### src/rtl/pipeline_ctrl_if.sv
// Handshake bundle between the pipeline stall/flush sequencer and the core.
// The slave side is the sequencer itself; the master side is the core/bench
// that raises hazard and memory events and consumes the register strobes.
interface pipeline_ctrl_if;
  // Events into the sequencer
  logic        load_use_stall;
  logic        take_branch;
  logic        imem_valid;
  logic        dmem_busy;
  logic        halt_req;
  logic        resume;
  // Pipeline register strobes
  logic        pc_we;
  logic        if_id_we;
  logic        id_ex_we;
  logic        ex_mem_we;
  logic        mem_wb_we;
  logic        if_id_flush;
  logic        id_ex_flush;
  // Status and performance counters
  logic        halted;
  logic        err_timeout;
  logic [31:0] stall_cycles;
  logic [31:0] flush_count;

  modport slave (
    input  load_use_stall, take_branch, imem_valid, dmem_busy, halt_req, resume,
    output pc_we, if_id_we, id_ex_we, ex_mem_we, mem_wb_we,
    output if_id_flush, id_ex_flush,
    output halted, err_timeout, stall_cycles, flush_count
  );

  modport master (
    output load_use_stall, take_branch, imem_valid, dmem_busy, halt_req, resume,
    input  pc_we, if_id_we, id_ex_we, ex_mem_we, mem_wb_we,
    input  if_id_flush, id_ex_flush,
    input  halted, err_timeout, stall_cycles, flush_count
  );
endinterface

### src/rtl/pipeline_ctrl.sv
// Central stall/flush sequencer for the 5-stage core.
// Strobes are decoded combinationally from the registered state and the
// current events; state, drain/wait counters, the sticky timeout flag and the
// performance counters are the only registered elements.
module pipeline_ctrl #(
  parameter int unsigned DRAIN_CYCLES = 3,
  parameter int unsigned MEM_TIMEOUT  = 255
) (
  input  logic            clk,
  input  logic            reset,
  pipeline_ctrl_if.slave  bus
);

  localparam logic [1:0]  ST_RUN     = 2'b00;
  localparam logic [1:0]  ST_DRAIN   = 2'b01;
  localparam logic [1:0]  ST_HALT    = 2'b10;
  localparam logic [3:0]  DRAIN_LOAD = 4'(DRAIN_CYCLES);
  localparam logic [15:0] WAIT_LIMIT = 16'(MEM_TIMEOUT);

  logic [1:0]  state_q,  state_d;
  logic [3:0]  drain_q,  drain_d;
  logic [15:0] wait_q,   wait_d;
  logic        err_q,    err_d;
  logic [31:0] stall_q,  stall_d;
  logic [31:0] flush_q,  flush_d;

  logic        pc_we_s;
  logic        if_id_we_s;
  logic        id_ex_we_s;
  logic        ex_mem_we_s;
  logic        mem_wb_we_s;
  logic        if_id_flush_s;
  logic        id_ex_flush_s;
  logic        wd_expire_s;

  // Watchdog trips when memory is still busy after the counter hit the limit
  always_comb begin
    wd_expire_s = 1'b0;
    if (bus.dmem_busy && (wait_q == WAIT_LIMIT)) begin
      wd_expire_s = 1'b1;
    end else begin
      wd_expire_s = 1'b0;
    end
  end

  // Strobe decode from state and same-cycle events (zero latency)
  always_comb begin
    pc_we_s       = 1'b0;
    if_id_we_s    = 1'b0;
    id_ex_we_s    = 1'b0;
    ex_mem_we_s   = 1'b0;
    mem_wb_we_s   = 1'b0;
    if_id_flush_s = 1'b0;
    id_ex_flush_s = 1'b0;
    case (state_q)
      ST_RUN: begin
        if (bus.dmem_busy) begin
          // Full freeze: every register holds its contents
          pc_we_s = 1'b0;
        end else if (bus.take_branch) begin
          // Redirect fetch and squash the two wrong-path instructions
          pc_we_s       = 1'b1;
          if_id_flush_s = 1'b1;
          id_ex_flush_s = 1'b1;
          id_ex_we_s    = 1'b1;
          ex_mem_we_s   = 1'b1;
          mem_wb_we_s   = 1'b1;
        end else if (bus.load_use_stall) begin
          // Hold fetch/decode, push a bubble into EX
          id_ex_flush_s = 1'b1;
          ex_mem_we_s   = 1'b1;
          mem_wb_we_s   = 1'b1;
        end else if (!bus.imem_valid) begin
          // No instruction fetched: keep PC, feed a bubble into decode
          if_id_flush_s = 1'b1;
          if_id_we_s    = 1'b1;
          id_ex_we_s    = 1'b1;
          ex_mem_we_s   = 1'b1;
          mem_wb_we_s   = 1'b1;
        end else begin
          pc_we_s     = 1'b1;
          if_id_we_s  = 1'b1;
          id_ex_we_s  = 1'b1;
          ex_mem_we_s = 1'b1;
          mem_wb_we_s = 1'b1;
        end
      end
      ST_DRAIN: begin
        if (bus.dmem_busy) begin
          // Memory stall freezes the drain as well
          pc_we_s = 1'b0;
        end else begin
          // Stop fetching, keep bubbles flowing, let older work retire
          if_id_flush_s = 1'b1;
          id_ex_flush_s = 1'b1;
          if_id_we_s    = 1'b1;
          id_ex_we_s    = 1'b1;
          ex_mem_we_s   = 1'b1;
          mem_wb_we_s   = 1'b1;
        end
      end
      default: begin
        // HALT and the illegal encoding: everything held
        pc_we_s = 1'b0;
      end
    endcase
  end

  // Next-state, watchdog and counter update logic
  always_comb begin
    state_d = state_q;
    drain_d = drain_q;
    wait_d  = wait_q;
    err_d   = err_q;
    stall_d = stall_q;
    flush_d = flush_q;
    case (state_q)
      ST_RUN: begin
        if (!pc_we_s) begin
          stall_d = stall_q + 32'd1;
        end else begin
          stall_d = stall_q;
        end
        if (bus.dmem_busy) begin
          if (wd_expire_s) begin
            state_d = ST_HALT;
            err_d   = 1'b1;
            wait_d  = 16'd0;
          end else begin
            wait_d = wait_q + 16'd1;
          end
        end else begin
          wait_d = 16'd0;
          if (bus.take_branch) begin
            // Branch wins over a simultaneous halt request
            flush_d = flush_q + 32'd1;
          end else if (bus.halt_req) begin
            state_d = ST_DRAIN;
            drain_d = DRAIN_LOAD;
          end else begin
            state_d = ST_RUN;
          end
        end
      end
      ST_DRAIN: begin
        if (bus.dmem_busy) begin
          if (wd_expire_s) begin
            state_d = ST_HALT;
            err_d   = 1'b1;
            wait_d  = 16'd0;
          end else begin
            wait_d = wait_q + 16'd1;
          end
        end else begin
          wait_d = 16'd0;
          if (drain_q <= 4'd1) begin
            state_d = ST_HALT;
            drain_d = 4'd0;
          end else begin
            drain_d = drain_q - 4'd1;
          end
        end
      end
      ST_HALT: begin
        wait_d = 16'd0;
        if (bus.resume && !err_q) begin
          state_d = ST_RUN;
        end else begin
          state_d = ST_HALT;
        end
      end
      default: begin
        // Illegal encoding recovers into HALT
        state_d = ST_HALT;
        wait_d  = 16'd0;
      end
    endcase
  end

  // State and counter registers with asynchronous reset
  always_ff @(posedge clk or posedge reset) begin
    if (reset) begin
      state_q <= ST_RUN;
      drain_q <= 4'd0;
      wait_q  <= 16'd0;
      err_q   <= 1'b0;
      stall_q <= 32'd0;
      flush_q <= 32'd0;
    end else begin
      state_q <= state_d;
      drain_q <= drain_d;
      wait_q  <= wait_d;
      err_q   <= err_d;
      stall_q <= stall_d;
      flush_q <= flush_d;
    end
  end

  assign bus.pc_we        = pc_we_s;
  assign bus.if_id_we     = if_id_we_s;
  assign bus.id_ex_we     = id_ex_we_s;
  assign bus.ex_mem_we    = ex_mem_we_s;
  assign bus.mem_wb_we    = mem_wb_we_s;
  assign bus.if_id_flush  = if_id_flush_s;
  assign bus.id_ex_flush  = id_ex_flush_s;
  assign bus.halted       = (state_q == ST_HALT) || (state_q == 2'b11);
  assign bus.err_timeout  = err_q;
  assign bus.stall_cycles = stall_q;
  assign bus.flush_count  = flush_q;

endmodule

### src/flat_wrapper.sv
// flat-port wrapper written by rule: the top's interface ports become plain ports
module pipeline_ctrl_flat 
#(
  parameter int unsigned DRAIN_CYCLES = 3,
  parameter int unsigned MEM_TIMEOUT  = 255
)
  (clk, reset, bus_load_use_stall, bus_take_branch, bus_imem_valid, bus_dmem_busy, bus_halt_req, bus_resume, bus_pc_we, bus_if_id_we, bus_id_ex_we, bus_ex_mem_we, bus_mem_wb_we, bus_if_id_flush, bus_id_ex_flush, bus_halted, bus_err_timeout, bus_stall_cycles, bus_flush_count);
  pipeline_ctrl_if bus_i ();
  input  logic clk;
  input  logic reset;
  input wire logic [$bits(bus_i.load_use_stall)-1:0] bus_load_use_stall;
  input wire logic [$bits(bus_i.take_branch)-1:0] bus_take_branch;
  input wire logic [$bits(bus_i.imem_valid)-1:0] bus_imem_valid;
  input wire logic [$bits(bus_i.dmem_busy)-1:0] bus_dmem_busy;
  input wire logic [$bits(bus_i.halt_req)-1:0] bus_halt_req;
  input wire logic [$bits(bus_i.resume)-1:0] bus_resume;
  output wire logic [$bits(bus_i.pc_we)-1:0] bus_pc_we;
  output wire logic [$bits(bus_i.if_id_we)-1:0] bus_if_id_we;
  output wire logic [$bits(bus_i.id_ex_we)-1:0] bus_id_ex_we;
  output wire logic [$bits(bus_i.ex_mem_we)-1:0] bus_ex_mem_we;
  output wire logic [$bits(bus_i.mem_wb_we)-1:0] bus_mem_wb_we;
  output wire logic [$bits(bus_i.if_id_flush)-1:0] bus_if_id_flush;
  output wire logic [$bits(bus_i.id_ex_flush)-1:0] bus_id_ex_flush;
  output wire logic [$bits(bus_i.halted)-1:0] bus_halted;
  output wire logic [$bits(bus_i.err_timeout)-1:0] bus_err_timeout;
  output wire logic [$bits(bus_i.stall_cycles)-1:0] bus_stall_cycles;
  output wire logic [$bits(bus_i.flush_count)-1:0] bus_flush_count;
  assign bus_i.load_use_stall = bus_load_use_stall;
  assign bus_i.take_branch = bus_take_branch;
  assign bus_i.imem_valid = bus_imem_valid;
  assign bus_i.dmem_busy = bus_dmem_busy;
  assign bus_i.halt_req = bus_halt_req;
  assign bus_i.resume = bus_resume;
  assign bus_pc_we = bus_i.pc_we;
  assign bus_if_id_we = bus_i.if_id_we;
  assign bus_id_ex_we = bus_i.id_ex_we;
  assign bus_ex_mem_we = bus_i.ex_mem_we;
  assign bus_mem_wb_we = bus_i.mem_wb_we;
  assign bus_if_id_flush = bus_i.if_id_flush;
  assign bus_id_ex_flush = bus_i.id_ex_flush;
  assign bus_halted = bus_i.halted;
  assign bus_err_timeout = bus_i.err_timeout;
  assign bus_stall_cycles = bus_i.stall_cycles;
  assign bus_flush_count = bus_i.flush_count;
  pipeline_ctrl #(.DRAIN_CYCLES(DRAIN_CYCLES), .MEM_TIMEOUT(MEM_TIMEOUT)) u_core (.clk(clk), .reset(reset), .bus(bus_i));
endmodule
### config.mk
export PLATFORM = sky130hd
export DESIGN_NAME = pipeline_ctrl_flat
export DESIGN_NICKNAME = d
export VERILOG_FILES = /design/src/rtl/pipeline_ctrl_if.sv /design/src/rtl/pipeline_ctrl.sv /design/src/flat_wrapper.sv
export SDC_FILE = /design/constraint.sdc
export NUM_CORES = 1
export LEC_CHECK = 0
export CORE_MARGIN = 5
export CORE_UTILIZATION = 40
export DETAILED_ROUTE_END_ITERATION = 12
export PLACE_DENSITY = 0.65
export SLEW_MARGIN = 5
export SYNTH_ARGS = -nofsm -noshare
export SYNTH_HDL_FRONTEND = slang
export SYNTH_SLANG_ARGS = --single-unit
### constraint.sdc
create_clock -name clk -period 5.8 [get_ports clk]
set_clock_uncertainty 0.05 [all_clocks]
set_input_delay 0.87 -clock clk [delete_from_list [all_inputs] [get_ports clk]]
set_output_delay 0.87 -clock clk [all_outputs]
set_load 0.05 [all_outputs]
==> impl_metrics.json, run 1 <==
{
  "status": "finished clean",
  "antenna_found_initial": 0,
  "hold_viol": 0,
  "num_rows": 37,
  "syn_inst": 406,
  "crit_path_end_kind": "primary output",
  "port_buffers": 80,
  "slowest_stage": "clkdlybuf4s50_1",
  "hold_depth": 1,
  "synth_edf_count": 0,
  "firstDrtPassIters": 4,
  "cp_max_fo": 9,
  "grt_pass1_wl_mm": 16.0,
  "vias_per_cell": 5.23,
  "design_area_mm2": 0.00532,
  "hpwlAfterDp_mm": 6.40,
  "ant_nets": 0,
  "path_cells": "clkdlybuf4s50_1, nor2_1, a21boi_0, a21boi_0, clkdlybuf4s50_1",
  "core_mm2": 0.0103,
  "cp_num_buf_inv": 2,
  "final_max_slew_viol_count": 0,
  "period_minus_slack_ps": 4170,
  "arrival_ps": 3250,
  "cts_hold_buf": 0,
  "synth_top_area_share_pct": 51.3,
  "powerDensity_mw_per_mm2": 323,
  "ctsResizeCount": 0,
  "crit_start": "bus_dmem_busy",
  "initial_core_util_pct": 41.1,
  "grt_max_degree": 88,
  "num_antenna_cells": 0,
  "drv_cap": 0,
  "clock_sinks": 87,
  "wl_met1_mm": 4.25,
  "die_h_um": 113,
  "grt.total_usage_pct": 15.2,
  "syn_to_final_growth_pct": 25.2,
  "drc_errors": 0,
  "slew_headroom_pct": 28.2,
  "setup_viol": 0,
  "startpoint_type": "primary input",
  "ios": 81,
  "cts_tree": "yes",
  "clock.fmax_mhz": 240,
  "routed.top_layer": "met4",
  "rsz0062_at_grt": "false",
  "netlist_area_mm2": 0.00425,
  "drive_gt1_share_pct": 5.32,
  "syn_nets": 419,
  "post_cts_buffers": 0,
  "fp.dieArea_mm2": 0.0128,
  "synth_cell_types": 42,
  "yosysWarnings": 0,
  "cp_top_family": "buffers and inverters",
  "worstHoldPathType": "flop to flop",
  "die_x_um": 113,
  "timing.rr.start": "u_core.bus.stall_cycles[6]$_DFFE_PP0P_",
  "leakage_nw": 2.35,
  "path_depth": 5,
  "placedInstanceArea_mm2": 0.00514,
  "path_clk_slew_ps": 90,
  "synth_seq_cells": 87,
  "clock_latency_ps": 350,
  "critPathMaxStageDelay_ps": 820,
  "avgSynthCellArea_um2": 10.5,
  "wl_met3_um": 476,
  "crit_required_ps": 4880,
  "ir_drop_mv": 0.293,
  "clockRootBuffer": "clkbuf_8",
  "reg2reg_depth": 4,
  "wl_met2_mm": 4.31,
  "yosysTopAreaCell": "dfrtp_1",
  "cts_made_buffers": 9,
  "drt_wl_total_mm": 9.16,
  "cts_buffer_depth": 2,
  "num_vias": 3267,
  "post_drt_wl_per_cell_um": 14.7,
  "synthTopCellsByArea": "dfrtp_1 (51%), xnor2_1 (8.2%), xor2_1 (7.4%), nor2_1 (3.4%), nand4_1 (3.2%)",
  "setup_tns_ps": 0,
  "synthTopCellsByCount": "dfrtp_1 (87), xnor2_1 (40), nor2_1 (38)",
  "ys_async_sr_fraction_pct": 100,
  "critPathKind": "primary input to primary output",
  "worstHoldStart": "u_core.bus.stall_cycles[31]$_DFFE_PP0P_",
  "synth.most_common_cell": "dfrtp_1",
  "synthFlopType": "dfrtp_1",
  "htreeDepth": 3,
  "nNetsFinal": 497,
  "first_global_vias": 3264,
  "drtIter0Drc": 177,
  "fin_crit_sh_pct": 71.9,
  "synth-seq-area-share_pct": 51.3,
  "tightest_slew_ps": 1080,
  "overflow": 0,
  "n_fill_cell": 948,
  "gp_congestion": 0.816
}
stage by stage:
stage / setup WS, ps / power, W / hold WS, ps / cells / util [%]
after global routing: 1540 / 0.00182 / 447 / 625 / 51.5
after global placement: 1750 / 0.00133 / 408 / 609 / 49.8
after CTS: 1630 / 0.00174 / 435 / 625 / 51.5
after floorplan: 609 / 0.00117 / 400 / 406 / -
after detailed placement: 1620 / 0.00134 / 418 / 609 / 49.8
final: 1630 / 0.00172 / 429 / 625 / 51.5
layout by cell type, fill, tap and decap left out, types with 3 or more instances in the layout:
cell and count:
nand4_1 22, nor2_1 38, nand3_1 24, a21oi_1 3, nor3_1 21, clkinv_2 3
ha_1 5, xnor2_1 40, clkdlybuf4s50_1 80, xor2_1 36, nand2_1 22, nand2b_1 3
and3_1 10, nor4_1 17, and2_1 4, dfrtp_1 87, inv_1 16, clkbuf_8 10
a21boi_0 3, and4_1 12
metal layers:
metal  vias to the layer above  track usage, %
met1                      1607            20.8
met5                         -               0
li1                       1577               -
met3                        10            3.26
met4                         0            5.85
met2                        73            23.8
final cells by class:
| class | count | area, um^2 | share of cell area, % |
|---|---|---|---|
| clock buffer | 10 | 138 | 2.59 |
| clock inverter | 6 | 43.8 | 0.823 |
| inverter | 17 | 65.1 | 1.22 |
| multi-input combinational | 287 | 1910 | 35.9 |
| sequential | 87 | 2180 | 40.9 |
| tap | 136 | 170 | 3.20 |
| timing repair buffer | 82 | 816 | 15.3 |
state kept, by name, summed over array words and instances, names as in the netlist:
signal and count:
u_core.bus.flush_count 32, u_core.drain_q 4, u_core.bus.stall_cycles 32, u_core.state_q 2, u_core.wait_q 16, u_core.bus.err_timeout 1
power breakdown:
group          leakage (nW)  total, W  switching, W  internal, W
registers              1.16  0.000766     0.0000955     0.000670
clock network        0.0926  0.000394      0.000225     0.000169
logic                  1.09  0.000560      0.000366     0.000194
worst paths after layout:
| check | end | slack, ps |
|---|---|---|
| setup reg to reg | u_core.bus.stall_cycles[29]$_DFFE_PP0P_ | 3430 |
| hold reg to reg | u_core.bus.stall_cycles[31]$_DFFE_PP0P_ | 430 |
| hold / removal | u_core.bus.stall_cycles[31]$_DFFE_PP0P_ | 430 |
| min in group asynchronous | u_core.bus.flush_count[20]$_DFFE_PP0P_ | 1110 |
| setup / recovery | bus_if_id_flush | 1630 |
| max in group asynchronous | u_core.wait_q[15]$_DFF_PP0_ | 3870 |
cells by family (layout without fill, tap and decap cells):
| logic type | after synthesis | in the layout | share of synthesized area [%] |
|---|---|---|---|
| buffers and inverters | 32 | 115 | 3.77 |
| AND/OR/NAND/NOR | 187 | 187 | 24.6 |
| multiplexers | 2 | 2 | 0.530 |
| XOR/XNOR | 76 | 76 | 15.7 |
| flip-flops | 87 | 87 | 51.3 |
| AO/OA/AOI/OAI | 17 | 17 | 2.71 |
| adder cells (fa/ha/maj) | 5 | 5 | 1.47 |
(Power assumes the default switching activity.)
==> run 2, diff against run 1 <==
clock period = 4.1 ns   (was 5.8 ns; I/O delays follow)
==> run 2 against run 1 <==
  * Sequential power increased by 41%
  * Highest routed layer unchanged
  * Utilization is 0.12 points higher
  * Design area grew 0.24%
  * Power rose by 42%
  * Critical endpoint unchanged
  * Count of clock-buffer cells in the layout rose by 1
  * Via count grew 0.31%
  * Worst hold slack got worse by 5.8 ps
  * Register-to-register slack got worse by 1700 ps
  * First-iteration DRC count fell by 19%
  * Largest power group unchanged
  * Combinational power increased by 43%
==> impl_metrics.json, run 2 (synthesized netlist as in run 1, its figures left out) <==
{
  "status": "finished clean",
  "drive_gt1_share_pct": 5.10,
  "startpoint_type": "primary input",
  "num_vias": 3277,
  "core_mm2": 0.0103,
  "gp_congestion": 0.820,
  "post_drt_wl_per_cell_um": 14.9,
  "powerDensity_mw_per_mm2": 459,
  "leakage_nw": 2.35,
  "nNetsFinal": 499,
  "crit_path_end_kind": "primary output",
  "slew_headroom_pct": 43.3,
  "cp_max_fo": 9,
  "multiInputGateArea_mm2": 0.00191,
  "cp_num_buf_inv": 3,
  "layout_common_cells": "dfrtp_1 (87), clkdlybuf4s50_1 (80), xnor2_1 (40), nor2_1 (38), xor2_1 (36)",
  "drv_cap": 0,
  "vias_per_cell": 5.23,
  "clock_sinks": 87,
  "tightest_slew_ps": 848,
  "r2r_setup_slack_ps": 1770,
  "hold_viol": 0,
  "port_buffers": 80,
  "clockRootBuffer": "clkbuf_8",
  "crit_required_ps": 3430,
  "grt.total_usage_pct": 15.2,
  "setup_viol": 0,
  "overflow": 0,
  "syn_to_final_growth_pct": 25.5,
  "seq_area_mm2": 0.00218,
  "hpwlAfterDp_mm": 6.70,
  "initial_core_util_pct": 41.1,
  "num_antenna_cells": 0,
  "final_max_slew_viol_count": 0,
  "worstHoldPathType": "flop to flop",
  "cts_buffer_depth": 2,
  "placedInstanceArea_mm2": 0.00515,
  "slowest_stage": "clkdlybuf4s50_1",
  "ant_nets": 0,
  "drtIter0Drc": 144,
  "htreeDepth": 3,
  "arrival_ps": 2670,
  "path_clk_slew_ps": 80,
  "cts_hold_buf": 0,
  "ctsResizeCount": 0,
  "antenna_found_initial": 0,
  "first_global_vias": 3230,
  "cts_made_buffers": 9,
  "die_h_um": 113,
  "setup_tns_ps": 0,
  "rsz0062_at_grt": "false",
  "critPathMaxStageDelay_ps": 810,
  "cts_tree": "yes",
  "drt_wl_total_mm": 9.32,
  "fp.dieArea_mm2": 0.0128,
  "num_rows": 37,
  "firstDrtPassIters": 4,
  "grt_pass1_wl_mm": 16.0,
  "fin_crit_sh_pct": 81.3,
  "layout_commonest_cell": "dfrtp_1",
  "clock_latency_ps": 340,
  "grt_max_degree": 35,
  "die_x_um": 113,
  "drc_errors": 0,
  "path_cells": "clkdlybuf4s50_1, nor2_1, buf_4, a21boi_1, a21boi_1, clkdlybuf4s50_1",
  "clock.fmax_mhz": 300,
  "design_area_mm2": 0.00533,
  "critPathKind": "primary input to primary output",
  "n_fill_cell": 946,
  "ios": 81,
  "period_minus_slack_ps": 3330,
  "post_cts_buffers": 0,
  "ir_drop_mv": 0.377,
  "cp_top_family": "buffers and inverters"
}
==> run 2: cell types whose count changed in the layout (fill, tap and decap cells not counted), sizes merged <==
cell / delta
buf: +2
clkbuf: +1
bufinv: +1
clkinv: -2
inv: -1
==> run 2: per-stage QoR <==
| stage | power (W) | setup WS, ps | hold WS (ps) | utilization [%] | std cells |
|---|---|---|---|---|---|
| 2_1_floorplan | 0.00166 | 138 | 400 | - | 406 |
| 5_1_grt | 0.00259 | 656 | 451 | 51.7 | 626 |
| 4_1_cts | 0.00248 | 769 | 431 | 51.7 | 626 |
| 3_5_place_dp | 0.00191 | 769 | 417 | 49.9 | 611 |
| 6_report | 0.00245 | 767 | 424 | 51.7 | 626 |
| 3_3_place_gp | 0.00189 | 836 | 408 | 49.9 | 611 |
==> run 2: path summary, 6_finish.rpt <==
check / start / to / cells past startpoint
max: bus_dmem_busy / bus_if_id_flush / 6
min: u_core.bus.stall_cycles[31]$_DFFE_PP0P_ / u_core.bus.stall_cycles[31]$_DFFE_PP0P_ / 1
max reg2reg: u_core.bus.stall_cycles[6]$_DFFE_PP0P_ / u_core.bus.stall_cycles[29]$_DFFE_PP0P_ / 4
min reg2reg: u_core.bus.stall_cycles[31]$_DFFE_PP0P_ / u_core.bus.stall_cycles[31]$_DFFE_PP0P_ / 1
max in group asynchronous: reset / u_core.bus.flush_count[6]$_DFFE_PP0P_ / 3
min in group asynchronous: reset / u_core.bus.stall_cycles[10]$_DFFE_PP0P_ / 2
==> run 2: area by class of cell <==
cell class                      instances  area share, %
Clock buffer                           11           2.46
Clock inverter                          4          0.892
Timing Repair Buffer                   84           15.6
Multi-Input combinational cell        287           35.8
Inverter                               17           1.22
Tap cell                              136           3.19
Sequential cell                        87           40.8
==> run 2: layer usage <==
| metal | vias up | routed length [um] | global-route usage (%) | share of wire (%) |
|---|---|---|---|---|
| li1 | 1580 | - | - | - |
| met1 | 1630 | 4340 | 20.9 | 47 |
| met2 | 62 | 4490 | 24.2 | 48 |
| met3 | 5 | 419 | 3.21 | 4.5 |
| met4 | 0 | 75 | 4.33 | 0.80 |
| met5 | - | 0 | 0 | 0 |
==> run 2: power breakdown <==
group	internal [W]	leakage, nW	total, W	switching (W)
combinational	0.000279	1.10	0.000798	0.000519
sequential	0.000949	1.16	0.00108	0.000132
clock	0.000277	0.0892	0.000569	0.000291
total	0.00151	2.35	0.00245	0.000942
==> run 3, diff against run 2 <==
PLACE_DENSITY = 0.68   (was 0.65)
clock period = 2.7 ns   (was 4.1 ns; I/O delays follow)
==> run 3 against run 2 <==
  * Die area unchanged
  * Routed wire length shrank 2.0%
  * Sequential share of layout area down 1.2 points
  * Power up 63%
  * Non-clock buffer count grew 4
  * Cell count grew 0.80%
  * Global-route usage down 0.46 points
  * Utilization up 1.6 points
  * Setup slack lost 400 ps
  * Clock power increased by 86%
  * Count of clock-buffer cells in the layout did not move
  * First-iteration DRC count rose by 26%
==> impl_metrics.json, run 3 (synthesized netlist as in run 1, its figures left out) <==
{
  "setup_slack_ps": 370,
  "grt.total_usage_pct": 14.7,
  "clock_latency_ps": 350,
  "leakage_nw": 2.43,
  "layout_common_cells": "dfrtp_1 (87), clkdlybuf4s50_1 (73), xnor2_1 (40), nor2_1 (37), xor2_1 (36)",
  "critPathKind": "primary input to primary output",
  "setup_viol": 0,
  "antenna_found_initial": 0,
  "ant_nets": 0,
  "fp.dieArea_mm2": 0.0128,
  "drc_errors": 0,
  "pre_cts_ws_ps": 176,
  "num_rows": 37,
  "num_antenna_cells": 0,
  "syn_to_final_growth_pct": 29.4,
  "firstDrtPassIters": 4,
  "ctsResizeCount": 0,
  "clockRootBuffer": "clkbuf_8",
  "status": "finished clean",
  "overflow": 0,
  "dp.cells": 615,
  "ios": 81,
  "fin_crit_sh_pct": 86.3,
  "die_h_um": 113,
  "slew_headroom_pct": 61.5,
  "n_fill_cell": 921,
  "first_global_vias": 3142,
  "hold_viol": 0,
  "post_cts_buffers": 0,
  "drtIter0Drc": 182,
  "cts_buffer_depth": 2,
  "drive_gt1_share_pct": 8.08,
  "powerDensity_mw_per_mm2": 727,
  "hpwlAfterDp_mm": 6.50,
  "drv_cap": 0,
  "vias_per_cell": 5.18,
  "crit_required_ps": 2250,
  "initial_core_util_pct": 41.1,
  "cts_hold_buf": 0,
  "startpoint_type": "primary input",
  "period_minus_slack_ps": 2330,
  "clock.fmax_mhz": 429,
  "port_buffers": 80,
  "clock_sinks": 87,
  "drt_wl_total_mm": 9.14,
  "cts_tree": "yes",
  "nNetsFinal": 503,
  "rsz0062_at_grt": "false",
  "htreeDepth": 3,
  "stdcell_count": 631,
  "path_clk_slew_ps": 80,
  "ir_drop_mv": 0.422,
  "gp_congestion": 0.790,
  "post_drt_wl_per_cell_um": 14.5,
  "setup_tns_ps": 0,
  "grt_pass1_wl_mm": 15.5,
  "arrival_ps": 1870,
  "final_max_slew_viol_count": 0,
  "core_mm2": 0.0103,
  "worstHoldPathType": "flop to flop",
  "cp_max_fo": 9,
  "num_vias": 3270,
  "grt_max_degree": 88,
  "die_x_um": 113,
  "layout_commonest_cell": "dfrtp_1",
  "cts_made_buffers": 9,
  "crit_path_end_kind": "primary output",
  "tightest_slew_ps": 577
}
==> run 3: path summary, 6_finish.rpt <==
kind                                                        start                                     end  slack (ps)  depth (start not counted)
hold / removal             u_core.bus.flush_count[31]$_DFFE_PP0P_  u_core.bus.flush_count[31]$_DFFE_PP0P_         430                          1
max in group asynchronous                                   reset             u_core.wait_q[15]$_DFF_PP0_        1760                          3
hold reg to reg            u_core.bus.flush_count[31]$_DFFE_PP0P_  u_core.bus.flush_count[31]$_DFFE_PP0P_         430                          1
setup reg to reg                       u_core.wait_q[9]$_DFF_PP0_           u_core.state_q[0]$_DFFE_PP0P_         510                          4
min in group asynchronous                                   reset  u_core.bus.flush_count[17]$_DFFE_PP0P_         480                          3
setup / recovery                                    bus_dmem_busy                         bus_if_id_flush         370                          6
==> run 3: through the flow <==
| step | hold slack, ps | instance area (um^2) | power, W | util, % |
|---|---|---|---|---|
| 2_1_floorplan | 400 | 4270 | 0.00252 | - |
| 3_3_place_gp | 411 | 5260 | 0.00294 | 50.9 |
| 3_5_place_dp | 422 | 5260 | 0.00297 | 50.9 |
| 4_1_cts | 433 | 5500 | 0.00405 | 53.2 |
| 5_1_grt | 454 | 5500 | 0.00420 | 53.2 |
| 6_report | 433 | 5500 | 0.00399 | 53.2 |
==> run 3: area by class of cell <==
cell class	instances	area, um^2	share of cell area (%)
clock inverters	5	106	1.93
well taps	136	170	3.10
inverters	17	67.6	1.23
flip-flops and latches	87	2180	39.6
repair buffers	88	918	16.7
multi-input cells	287	1930	35.0
clock buffers	11	131	2.39
==> run 3: where the power goes <==
group | switching, W | internal [W] | total (W)
Sequential | 0.000204 | 0.00144 | 0.00164
Combinational | 0.000802 | 0.000484 | 0.00129
Clock | 0.000447 | 0.000617 | 0.00106
Total | 0.00145 | 0.00254 | 0.00399
==> run 3: worst max-delay path, stage by stage <==
cell and delay, ps:
clkdlybuf4s50_1 430, buf_4 170, nor2_4 200, a21boi_2 270, a21boi_2 230, buf_12 160
==> run 3: metal layers <==
metal | track usage, % | routed length [um] | vias to the layer above
met2 | 23.9 | 4340 | 61
met1 | 19.4 | 4220 | 1619
met3 | 3.16 | 431 | 11
li1 | - | - | 1579
met5 | 0 | 0 | -
met4 | 5.53 | 141 | 0
